===== src/rtl/lcd_pkg.sv =====
// Shared types and constants for the HD44780 frame writer.
// Latency: none (package only).
// Backpressure: not applicable.
package lcd_pkg;

   // Top-level sequencing states
   typedef enum logic [3:0] {
      ST_POWERUP,
      ST_INIT,
      ST_IDLE,
      ST_SNAP,
      ST_ADDR0,
      ST_ROW0,
      ST_ADDR1,
      ST_ROW1,
      ST_FINISH
   } state_t;

   // Single-byte transfer phases
   typedef enum logic [1:0] {
      TX_IDLE,
      TX_SETUP,
      TX_EN,
      TX_WAIT
   } tx_state_t;

   // [1] = top row, [0] = bottom row; within a row [15] is column 0
   typedef logic [1:0][15:0][7:0] frame_t;

   localparam logic [7:0] CMD_FUNC_SET = 8'h38;
   localparam logic [7:0] CMD_DISP_ON  = 8'h0C;
   localparam logic [7:0] CMD_ENTRY    = 8'h06;
   localparam logic [7:0] CMD_CLEAR    = 8'h01;
   localparam logic [7:0] CMD_ROW0     = 8'h80;
   localparam logic [7:0] CMD_ROW1     = 8'hC0;

   localparam logic [7:0] CHAR_SPACE = 8'h20;
   localparam logic [7:0] CHAR_MIN   = 8'h20;
   localparam logic [7:0] CHAR_MAX   = 8'h7E;

   // Non-printable bytes are drawn as blanks
   function automatic logic [7:0] sanitise(input logic [7:0] c);
      return ((c < CHAR_MIN) || (c > CHAR_MAX)) ? CHAR_SPACE : c;
   endfunction

   // Controller init commands, in the order they are issued
   function automatic logic [7:0] init_cmd(input logic [1:0] idx);
      case (idx)
         2'd0:    return CMD_FUNC_SET;
         2'd1:    return CMD_DISP_ON;
         2'd2:    return CMD_ENTRY;
         default: return CMD_CLEAR;
      endcase
   endfunction

endpackage


===== src/rtl/lcd_frame_writer_if.sv =====
// Host-row inputs, LCD pins and status of the frame writer.
// Latency: none (wiring only).
// Backpressure: none; the LCD bus is write-only and self-timed.
interface lcd_frame_writer_if;
   logic [127:0] top;
   logic [127:0] bottom;
   logic         lcd_en;
   logic         lcd_rs;
   logic         lcd_rw;
   logic [7:0]   lcd_data;
   logic         busy;
   logic         frame_done;

   modport master (
      input  top, bottom,
      output lcd_en, lcd_rs, lcd_rw, lcd_data, busy, frame_done
   );

   modport slave (
      output top, bottom,
      input  lcd_en, lcd_rs, lcd_rw, lcd_data, busy, frame_done
   );
endinterface


===== src/rtl/lcd_byte_tx.sv =====
// Sends one byte on the LCD bus: setup, enable pulse, then settle wait.
// Latency: start to done = SETUP_CYC + EN_CYC + wait cycles (long wait for clear).
// Backpressure: start is only honoured while idle; done pulses one cycle.
module lcd_byte_tx
   import lcd_pkg::*;
#(
   parameter int SETUP_CYC      = 2,
   parameter int EN_CYC         = 5,
   parameter int WAIT_CYC       = 400,
   parameter int CLEAR_WAIT_CYC = 16400
) (
   input  logic       clk,
   input  logic       nRst,
   input  logic       start,
   input  logic       rs_in,
   input  logic [7:0] data_in,
   output logic       done,
   output logic       lcd_en,
   output logic       lcd_rs,
   output logic [7:0] lcd_data
);
   localparam int MAX_AB  = (SETUP_CYC > EN_CYC) ? SETUP_CYC : EN_CYC;
   localparam int MAX_CD  = (WAIT_CYC > CLEAR_WAIT_CYC) ? WAIT_CYC : CLEAR_WAIT_CYC;
   localparam int MAX_CYC = (MAX_AB > MAX_CD) ? MAX_AB : MAX_CD;
   localparam int CW      = $clog2(MAX_CYC) + 1;

   tx_state_t     state_q, state_d;
   logic [CW-1:0] cnt_q, cnt_d;
   logic          en_q, en_d;
   logic          rs_q, rs_d;
   logic [7:0]    data_q, data_d;
   logic          done_q, done_d;
   logic [CW-1:0] wait_last;

   // The clear command needs the long settle time, everything else the short one
   always_comb begin
      wait_last = (!rs_q && (data_q == CMD_CLEAR)) ? CW'(CLEAR_WAIT_CYC - 1)
                                                   : CW'(WAIT_CYC - 1);
   end

   // Phase sequencing; rs/data are latched at start and held until the next start
   always_comb begin
      state_d = state_q;
      cnt_d   = cnt_q;
      en_d    = en_q;
      rs_d    = rs_q;
      data_d  = data_q;
      done_d  = 1'b0;
      case (state_q)
         TX_IDLE: begin
            if (start) begin
               rs_d    = rs_in;
               data_d  = data_in;
               cnt_d   = '0;
               state_d = TX_SETUP;
            end
         end
         TX_SETUP: begin
            if (cnt_q == CW'(SETUP_CYC - 1)) begin
               cnt_d   = '0;
               en_d    = 1'b1;
               state_d = TX_EN;
            end else begin
               cnt_d = cnt_q + CW'(1);
            end
         end
         TX_EN: begin
            if (cnt_q == CW'(EN_CYC - 1)) begin
               cnt_d   = '0;
               en_d    = 1'b0;
               state_d = TX_WAIT;
            end else begin
               cnt_d = cnt_q + CW'(1);
            end
         end
         TX_WAIT: begin
            if (cnt_q == wait_last) begin
               cnt_d   = '0;
               done_d  = 1'b1;
               state_d = TX_IDLE;
            end else begin
               cnt_d = cnt_q + CW'(1);
            end
         end
         default: state_d = TX_IDLE;
      endcase
   end

   // State and output registers
   always_ff @(posedge clk or negedge nRst) begin
      if (!nRst) begin
         state_q <= TX_IDLE;
         cnt_q   <= '0;
         en_q    <= 1'b0;
         rs_q    <= 1'b0;
         data_q  <= 8'h00;
         done_q  <= 1'b0;
      end else begin
         state_q <= state_d;
         cnt_q   <= cnt_d;
         en_q    <= en_d;
         rs_q    <= rs_d;
         data_q  <= data_d;
         done_q  <= done_d;
      end
   end

   assign done     = done_q;
   assign lcd_en   = en_q;
   assign lcd_rs   = rs_q;
   assign lcd_data = data_q;

endmodule


===== src/rtl/lcd_frame_writer.sv =====
// Initialises a 16x2 HD44780 LCD and redraws both rows whenever they change.
// Latency: a frame is 34 byte transfers taken from a snapshot of the rows.
// Backpressure: row changes during a frame are held off until the frame ends.
module lcd_frame_writer
   import lcd_pkg::*;
#(
   parameter int POWERUP_CYC    = 150000,
   parameter int SETUP_CYC      = 2,
   parameter int EN_CYC         = 5,
   parameter int WAIT_CYC       = 400,
   parameter int CLEAR_WAIT_CYC = 16400
) (
   input  logic                clk,
   input  logic                nRst,
   lcd_frame_writer_if.master  bus
);
   localparam int PW = $clog2(POWERUP_CYC) + 1;

   state_t        state_q, state_d;
   logic [PW-1:0] pwr_q, pwr_d;
   logic [1:0]    init_idx_q, init_idx_d;
   logic [3:0]    col_q, col_d;
   frame_t        shadow_q, shadow_d;
   logic          dirty_q, dirty_d;
   logic          pend_q, pend_d;
   logic          start_q, start_d;
   logic          busy_q, busy_d;
   logic          fdone_q, fdone_d;

   frame_t        in_frame;
   logic          tx_rs;
   logic [7:0]    tx_data;
   logic          tx_done;

   assign in_frame = {bus.top, bus.bottom};

   // Byte to send in the current state; stable for the whole transfer
   always_comb begin
      tx_rs   = 1'b0;
      tx_data = 8'h00;
      case (state_q)
         ST_INIT:  tx_data = init_cmd(init_idx_q);
         ST_ADDR0: tx_data = CMD_ROW0;
         ST_ROW0: begin
            tx_rs   = 1'b1;
            tx_data = sanitise(shadow_q[1][4'd15 - col_q]);
         end
         ST_ADDR1: tx_data = CMD_ROW1;
         ST_ROW1: begin
            tx_rs   = 1'b1;
            tx_data = sanitise(shadow_q[0][4'd15 - col_q]);
         end
         default: ;
      endcase
   end

   // Sequencing: each sending state issues one start, then advances on done
   always_comb begin
      state_d    = state_q;
      pwr_d      = pwr_q;
      init_idx_d = init_idx_q;
      col_d      = col_q;
      shadow_d   = shadow_q;
      dirty_d    = dirty_q;
      pend_d     = pend_q;
      start_d    = 1'b0;
      case (state_q)
         ST_POWERUP: begin
            if (pwr_q == PW'(POWERUP_CYC - 1)) begin
               pwr_d   = '0;
               state_d = ST_INIT;
            end else begin
               pwr_d = pwr_q + PW'(1);
            end
         end
         ST_INIT, ST_ADDR0, ST_ROW0, ST_ADDR1, ST_ROW1: begin
            if (!pend_q) begin
               start_d = 1'b1;
               pend_d  = 1'b1;
            end else if (tx_done) begin
               pend_d = 1'b0;
               case (state_q)
                  ST_INIT: begin
                     init_idx_d = init_idx_q + 2'd1;
                     if (init_idx_q == 2'd3) state_d = ST_SNAP;
                  end
                  ST_ADDR0: begin
                     col_d   = 4'd0;
                     state_d = ST_ROW0;
                  end
                  ST_ROW0: begin
                     col_d = col_q + 4'd1;
                     if (col_q == 4'd15) state_d = ST_ADDR1;
                  end
                  ST_ADDR1: begin
                     col_d   = 4'd0;
                     state_d = ST_ROW1;
                  end
                  default: begin
                     col_d = col_q + 4'd1;
                     if (col_q == 4'd15) state_d = ST_FINISH;
                  end
               endcase
            end
         end
         ST_IDLE: begin
            if (dirty_q || (in_frame != shadow_q)) state_d = ST_SNAP;
         end
         ST_SNAP: begin
            shadow_d = in_frame;
            dirty_d  = 1'b0;
            state_d  = ST_ADDR0;
         end
         ST_FINISH: state_d = ST_IDLE;
         default:   state_d = ST_POWERUP;
      endcase
      busy_d  = (state_d != ST_IDLE);
      fdone_d = (state_d == ST_FINISH);
   end

   // State registers; shadow resets to blanks and is marked dirty for the first draw
   always_ff @(posedge clk or negedge nRst) begin
      if (!nRst) begin
         state_q    <= ST_POWERUP;
         pwr_q      <= '0;
         init_idx_q <= 2'd0;
         col_q      <= 4'd0;
         shadow_q   <= {32{CHAR_SPACE}};
         dirty_q    <= 1'b1;
         pend_q     <= 1'b0;
         start_q    <= 1'b0;
         busy_q     <= 1'b1;
         fdone_q    <= 1'b0;
      end else begin
         state_q    <= state_d;
         pwr_q      <= pwr_d;
         init_idx_q <= init_idx_d;
         col_q      <= col_d;
         shadow_q   <= shadow_d;
         dirty_q    <= dirty_d;
         pend_q     <= pend_d;
         start_q    <= start_d;
         busy_q     <= busy_d;
         fdone_q    <= fdone_d;
      end
   end

   lcd_byte_tx #(
      .SETUP_CYC      (SETUP_CYC),
      .EN_CYC         (EN_CYC),
      .WAIT_CYC       (WAIT_CYC),
      .CLEAR_WAIT_CYC (CLEAR_WAIT_CYC)
   ) u_tx (
      .clk      (clk),
      .nRst     (nRst),
      .start    (start_q),
      .rs_in    (tx_rs),
      .data_in  (tx_data),
      .done     (tx_done),
      .lcd_en   (bus.lcd_en),
      .lcd_rs   (bus.lcd_rs),
      .lcd_data (bus.lcd_data)
   );

   assign bus.lcd_rw     = 1'b0;
   assign bus.busy       = busy_q;
   assign bus.frame_done = fdone_q;

endmodule


===== src/flat_wrapper.sv =====
// flat-port wrapper written by rule: the top's interface ports become plain ports
module lcd_frame_writer_flat import lcd_pkg::*;
#(
   parameter int POWERUP_CYC    = 150000,
   parameter int SETUP_CYC      = 2,
   parameter int EN_CYC         = 5,
   parameter int WAIT_CYC       = 400,
   parameter int CLEAR_WAIT_CYC = 16400
)
  (clk, nRst, bus_top, bus_bottom, bus_lcd_en, bus_lcd_rs, bus_lcd_rw, bus_lcd_data, bus_busy, bus_frame_done);
  lcd_frame_writer_if bus_i ();
  input  logic clk;
  input  logic nRst;
  input wire logic [$bits(bus_i.top)-1:0] bus_top;
  input wire logic [$bits(bus_i.bottom)-1:0] bus_bottom;
  output wire logic [$bits(bus_i.lcd_en)-1:0] bus_lcd_en;
  output wire logic [$bits(bus_i.lcd_rs)-1:0] bus_lcd_rs;
  output wire logic [$bits(bus_i.lcd_rw)-1:0] bus_lcd_rw;
  output wire logic [$bits(bus_i.lcd_data)-1:0] bus_lcd_data;
  output wire logic [$bits(bus_i.busy)-1:0] bus_busy;
  output wire logic [$bits(bus_i.frame_done)-1:0] bus_frame_done;
  assign bus_i.top = bus_top;
  assign bus_i.bottom = bus_bottom;
  assign bus_lcd_en = bus_i.lcd_en;
  assign bus_lcd_rs = bus_i.lcd_rs;
  assign bus_lcd_rw = bus_i.lcd_rw;
  assign bus_lcd_data = bus_i.lcd_data;
  assign bus_busy = bus_i.busy;
  assign bus_frame_done = bus_i.frame_done;
  lcd_frame_writer #(.POWERUP_CYC(POWERUP_CYC), .SETUP_CYC(SETUP_CYC), .EN_CYC(EN_CYC), .WAIT_CYC(WAIT_CYC), .CLEAR_WAIT_CYC(CLEAR_WAIT_CYC)) u_core (.clk(clk), .nRst(nRst), .bus(bus_i));
endmodule

===== config.mk =====
export PLATFORM = sky130hd
export DESIGN_NAME = lcd_frame_writer_flat
export DESIGN_NICKNAME = d
export VERILOG_FILES = /design/src/rtl/lcd_pkg.sv /design/src/rtl/lcd_frame_writer_if.sv /design/src/rtl/lcd_byte_tx.sv /design/src/rtl/lcd_frame_writer.sv /design/src/flat_wrapper.sv
export SDC_FILE = /design/constraint.sdc
export NUM_CORES = 1
export LEC_CHECK = 0
export CAP_MARGIN = 20
export CORE_ASPECT_RATIO = 0.8
export CORE_MARGIN = 3
export CORE_UTILIZATION = 58
export DETAILED_ROUTE_END_ITERATION = 10
export DONT_BUFFER_PORTS = 1
export GPL_TIMING_DRIVEN = 0
export PLACE_DENSITY_LB_ADDON = 0.25
export SLEW_MARGIN = 30
export SYNTH_ARGS = -nofsm -noshare
export SYNTH_HDL_FRONTEND = slang
export SYNTH_SLANG_ARGS = --single-unit

===== constraint.sdc =====
create_clock -name clk -period 4.97 [get_ports clk]
set_clock_uncertainty 0.05 [all_clocks]
set_input_delay 0.7455 -clock clk [delete_from_list [all_inputs] [get_ports clk]]
set_output_delay 0.7455 -clock clk [all_outputs]
set_load 0.02 [all_outputs]

==> impl_metrics.py <==
metrics = {
    "clock_tree": {
        "cts_buffers": 36,
        "worstSkewPairLatency_ns": 0.55,
        "clockRootBuffer": "clkbuf_16",
        "cts_setup_buffers": 0,
        "post_cts_resized": 0,
        "tritoncts": "done",
        "cts.sinks": 319,
        "htree_levels": 2,
        "max-clock-path-buffers": 3,
        "path_clk_slew_ns": 0.06,
    },
    "power": {
        "peakVddDrop_uv": 249,
        "p_int_w": 0.00419,
        "p_per_area_nw_per_um2": 275,
        "power.share.clock_pct": 49.1,
        "leakage_nw": 8.85,
        "p_comb_share_pct": 2.5,
        "swShare_pct": 22.1,
        "net-switching-power_w": 0.00118,
        "seqPwrFrac_pct": 48.4,
        "finalPower_w": 0.00537,
    },
    "logic_synthesis": {
        "synthSimpleGateAreaFrac_pct": 8.41,
        "synth-compound-area-share_pct": 4.31,
        "ys_types": 67,
        "synth-edff-count": 0,
        "synth-xor-area-share_pct": 13.4,
        "ys.warnings.count": 0,
        "yosys.area.top_type": "dfrtp_1",
        "synth.net_count": 1690,
        "synth_area_leaders": "dfrtp_1, mux2_2, xor2_1",
        "synth_top_area_share_pct": 40.0,
        "ys_ff_latch": 319,
        "syn_area_um2": 17800,
        "synthCells": 1418,
        "synth_ff_type": "dfrtp_1",
        "avgSynthCellArea_um2": 12.6,
        "synth_top_family_by_area": "multiplexers",
        "synthArstFlopShare_pct": 100,
        "synth.mux.area_fraction_pct": 25.5,
        "synthAdderAreaFrac_pct": 0.982,
        "seq_area_frac_synth_pct": 45.0,
    },
    "setup_path": {
        "slowest_stage": "nor4_1",
        "start_kind": "flop",
        "r2r-start": "u_core.shadow_q[89]$_DFFE_PN0P_",
        "crit_chain": "xor2_1 -> nor4_1 -> nand4_1 -> nor4_1 -> nand3_1 -> o41ai_1 -> o2111ai_1",
        "path_delay_family": "simple AND/OR/NAND/NOR gates",
        "ff2ff_path_depth": 7,
        "arrival_ns": 3.84,
        "cp_common_cell": "nor4_1",
        "critPathBufInv": 0,
        "max_stage_delay_ns": 0.85,
        "crit_required_ns": 5.32,
        "cp-end-kind": "flop",
        "reg2reg_to": "u_core.bus.busy$_DFF_PN1_",
        "r2r_setup_slack_ns": 1.48,
        "cp_max_fo": 3,
        "critical_path_class": "flop to flop",
    },
    "timing": {
        "hold_viol": 172,
        "finalSetupTns_ns": 0,
        "worstMarginPinSlew_ns": 1.12,
        "fin_crit_sh_pct": 70.3,
        "drv_slew": 0,
        "rsz0062_at_grt": "false",
        "period_minus_slack_ns": 3.49,
        "finalSetupViolCount": 0,
        "whs_ns": -0.149,
        "fmax_ghz": 0.286,
        "max-slew-margin-rel_pct": 25.2,
    },
    "finish": {
        "area_delta_synth_final_pct": 9.31,
        "drive_above_1_share_pct": 30.9,
        "final_cell_count_no_fill": 1889,
        "diodes": 0,
        "finalInstanceArea_um2": 19500,
        "nNetsFinal": 1728,
        "fillers": 2315,
    },
    "detailed_routing": {
        "routed_wl_um": 61800,
        "viasPerCell": 6.72,
        "first_pass_iters": 5,
        "vias": 12700,
        "ant_nets": 0,
        "drcViolationCount": 0,
        "wl_per_cell_um": 32.7,
        "dr.first_iter.drc_count": 1487,
    },
    "min_path": {
        "worstHoldPathType": "input port to asynchronous set/reset pin",
    },
    "placement": {
        "dp_cells": 1824,
        "placed_area_um2": 18400,
        "dp_hpwl_um": 47400,
        "gp_congestion": 0.965,
        "placement.io_buffers": 0,
    },
    "global_routing": {
        "grt_remaining_overflow": 0,
        "grt_usage_pct": 37.4,
        "grt_use_met1_pct": 49.1,
        "met2_usage_pct": 54.3,
        "met3_usage_pct": 18.6,
        "grt_pass1_vias": 12800,
        "grt_max_degree": 320,
        "antenna_found_initial": 0,
        "top_usage_layer": "met2",
        "grt_pass1_wl_um": 87900,
    },
    "run_status": {
        "outcome": "finished with violations",
        "violations": "negative hold slack",
    },
    "floorplanning": {
        "dieHeight_um": 163,
        "rows": 56,
        "die_x_um": 202,
        "start_util_pct": 59.9,
        "die_area_um2": 32900,
        "core_region_area_um2": 29800,
        "top_level_ports": 271,
    },
    "flow_run": {
        "cap_viol_max_count": 0,
    },
}
-- placed cells by master (no fill, tap or decap), types with 3 or more instances in the layout --
| cell | count |
|---|---|
| nor2b_1 | 12 |
| mux4_2 | 57 |
| inv_1 | 17 |
| xnor2_1 | 119 |
| nor2_1 | 38 |
| dfstp_2 | 34 |
| clkbuf_1 | 30 |
| a211o_1 | 4 |
| buf_6 | 7 |
| mux4_1 | 5 |
| nand2_1 | 60 |
| buf_1 | 3 |
| clkbuf_8 | 6 |
| and3_1 | 10 |
| and2_1 | 4 |
| a22oi_1 | 14 |
| nor3_1 | 15 |
| nor4_1 | 56 |
| mux2i_1 | 17 |
| o31ai_1 | 3 |
| ha_1 | 14 |
| clkinv_2 | 3 |
| nand2b_1 | 6 |
| nand3_1 | 22 |
| or3_1 | 3 |
| a22o_1 | 11 |
| clkbuf_16 | 37 |
| mux2_2 | 263 |
| a21oi_1 | 15 |
| xor2_1 | 153 |
| buf_2 | 33 |
| o21ai_0 | 22 |
| o21ai_1 | 11 |
| nand4_1 | 39 |
| dfrtp_1 | 285 |
-- routing by layer --
| layer | wire length (um) | vias up |
|---|---|---|
| met4 | 2360 | 0 |
| met2 | 26100 | 799 |
| met1 | 23300 | 6492 |
| met5 | 0 | - |
| met3 | 10000 | 137 |
| li1 | - | 5263 |
-- cells in the mapped netlist (all sizes together) (3+ instances only) --
library cell and count:
dfrtp 285, mux2 263, xor2 153, xnor2 119, mux4 62, nand2 61, nor4 58, buf 47
nand4 39, nor2 38, dfstp 34, o21ai 33, nand3 22, clkbuf 17, inv 17, mux2i 17
nor3 16, a21oi 15, a22oi 15, ha 14, nor2b 12, a22o 11, and3 10, nand2b 6
a211o 4, a221oi 4, and2 4, o31ai 3, or3 3
-- through the flow --
| stage | util [%] | hold slack [ns] | setup WS [ns] |
|---|---|---|---|
| after floorplan | - | 0.389 | 2.60 |
| after global placement | 61.6 | 0.410 | 1.24 |
| after detailed placement | 61.6 | 0.408 | 1.30 |
| after CTS | 65.5 | -0.158 | 1.57 |
| after global routing | 65.5 | -0.162 | 1.38 |
| final | 65.5 | -0.149 | 1.48 |
-- power groups by stage --
stage	clock, W	sequential [W]	combinational [W]
5_1_grt	0.00277	0.00260	0.000140
2_1_floorplan	0	0.00265	0.0000860
4_1_cts	0.00265	0.00260	0.000131
3_3_place_gp	0	0.00264	0.000129
3_5_place_dp	0	0.00264	0.000130
6_report	0.00264	0.00260	0.000136
-- state kept, by name, indices dropped and copies added (netlist names) --
name / cells
u_core.shadow_q: 256
u_core.pwr_q: 19
u_core.state_q: 4
u_core.u_tx.cnt_q: 16
u_core.bus.frame_done: 1
u_core.u_tx.done: 1
u_core.pend_q: 1
u_core.start_q: 1
u_core.col_q: 4
u_core.u_tx.lcd_rs: 1
u_core.u_tx.state_q: 2
u_core.bus.busy: 1
u_core.u_tx.lcd_data: 8
u_core.u_tx.lcd_en: 1
u_core.dirty_q: 1
u_core.init_idx_q: 2
-- layout make-up --
type | instances | area [um^2] | area share (%)
well taps | 406 | 508 | 2.60
inverters | 17 | 63.8 | 0.327
multi-input cells | 1018 | 9380 | 48.1
flip-flops and latches | 319 | 8030 | 41.2
clock inverters | 9 | 88.8 | 0.456
plain buffers | 64 | 374 | 1.92
clock buffers | 56 | 1060 | 5.42
-- cells by family (layout without fill, tap and decap cells) --
family,Yosys count,count (layout)
flops,319,319
other cells,1,1
compound gates,108,108
fa+ha+maj,14,14
xor+xnor,272,272
simple gates,281,281
mux,342,342
buf+inv,81,146
-- worst max path at each step --
stage / from / slack [ns] / endpoint / cells past startpoint
global route: u_core.shadow_q[62]$_DFFE_PN0P_ / 1.38 / u_core.bus.busy$_DFF_PN1_ / 7
detailed placement: bus_bottom[62] / 1.30 / u_core.bus.busy$_DFF_PN1_ / 7
CTS: u_core.shadow_q[62]$_DFFE_PN0P_ / 1.57 / u_core.bus.busy$_DFF_PN1_ / 7
finish: u_core.shadow_q[89]$_DFFE_PN0P_ / 1.48 / u_core.bus.busy$_DFF_PN1_ / 7
global placement: bus_top[12] / 1.24 / u_core.bus.busy$_DFF_PN1_ / 7
floorplan: u_core.col_q[0]$_DFFE_PN0P_ / 2.60 / u_core.u_tx.lcd_data[4]$_DFFE_PN0P_ / 9
No activity file was read; power rests on OpenSTA's default activity.
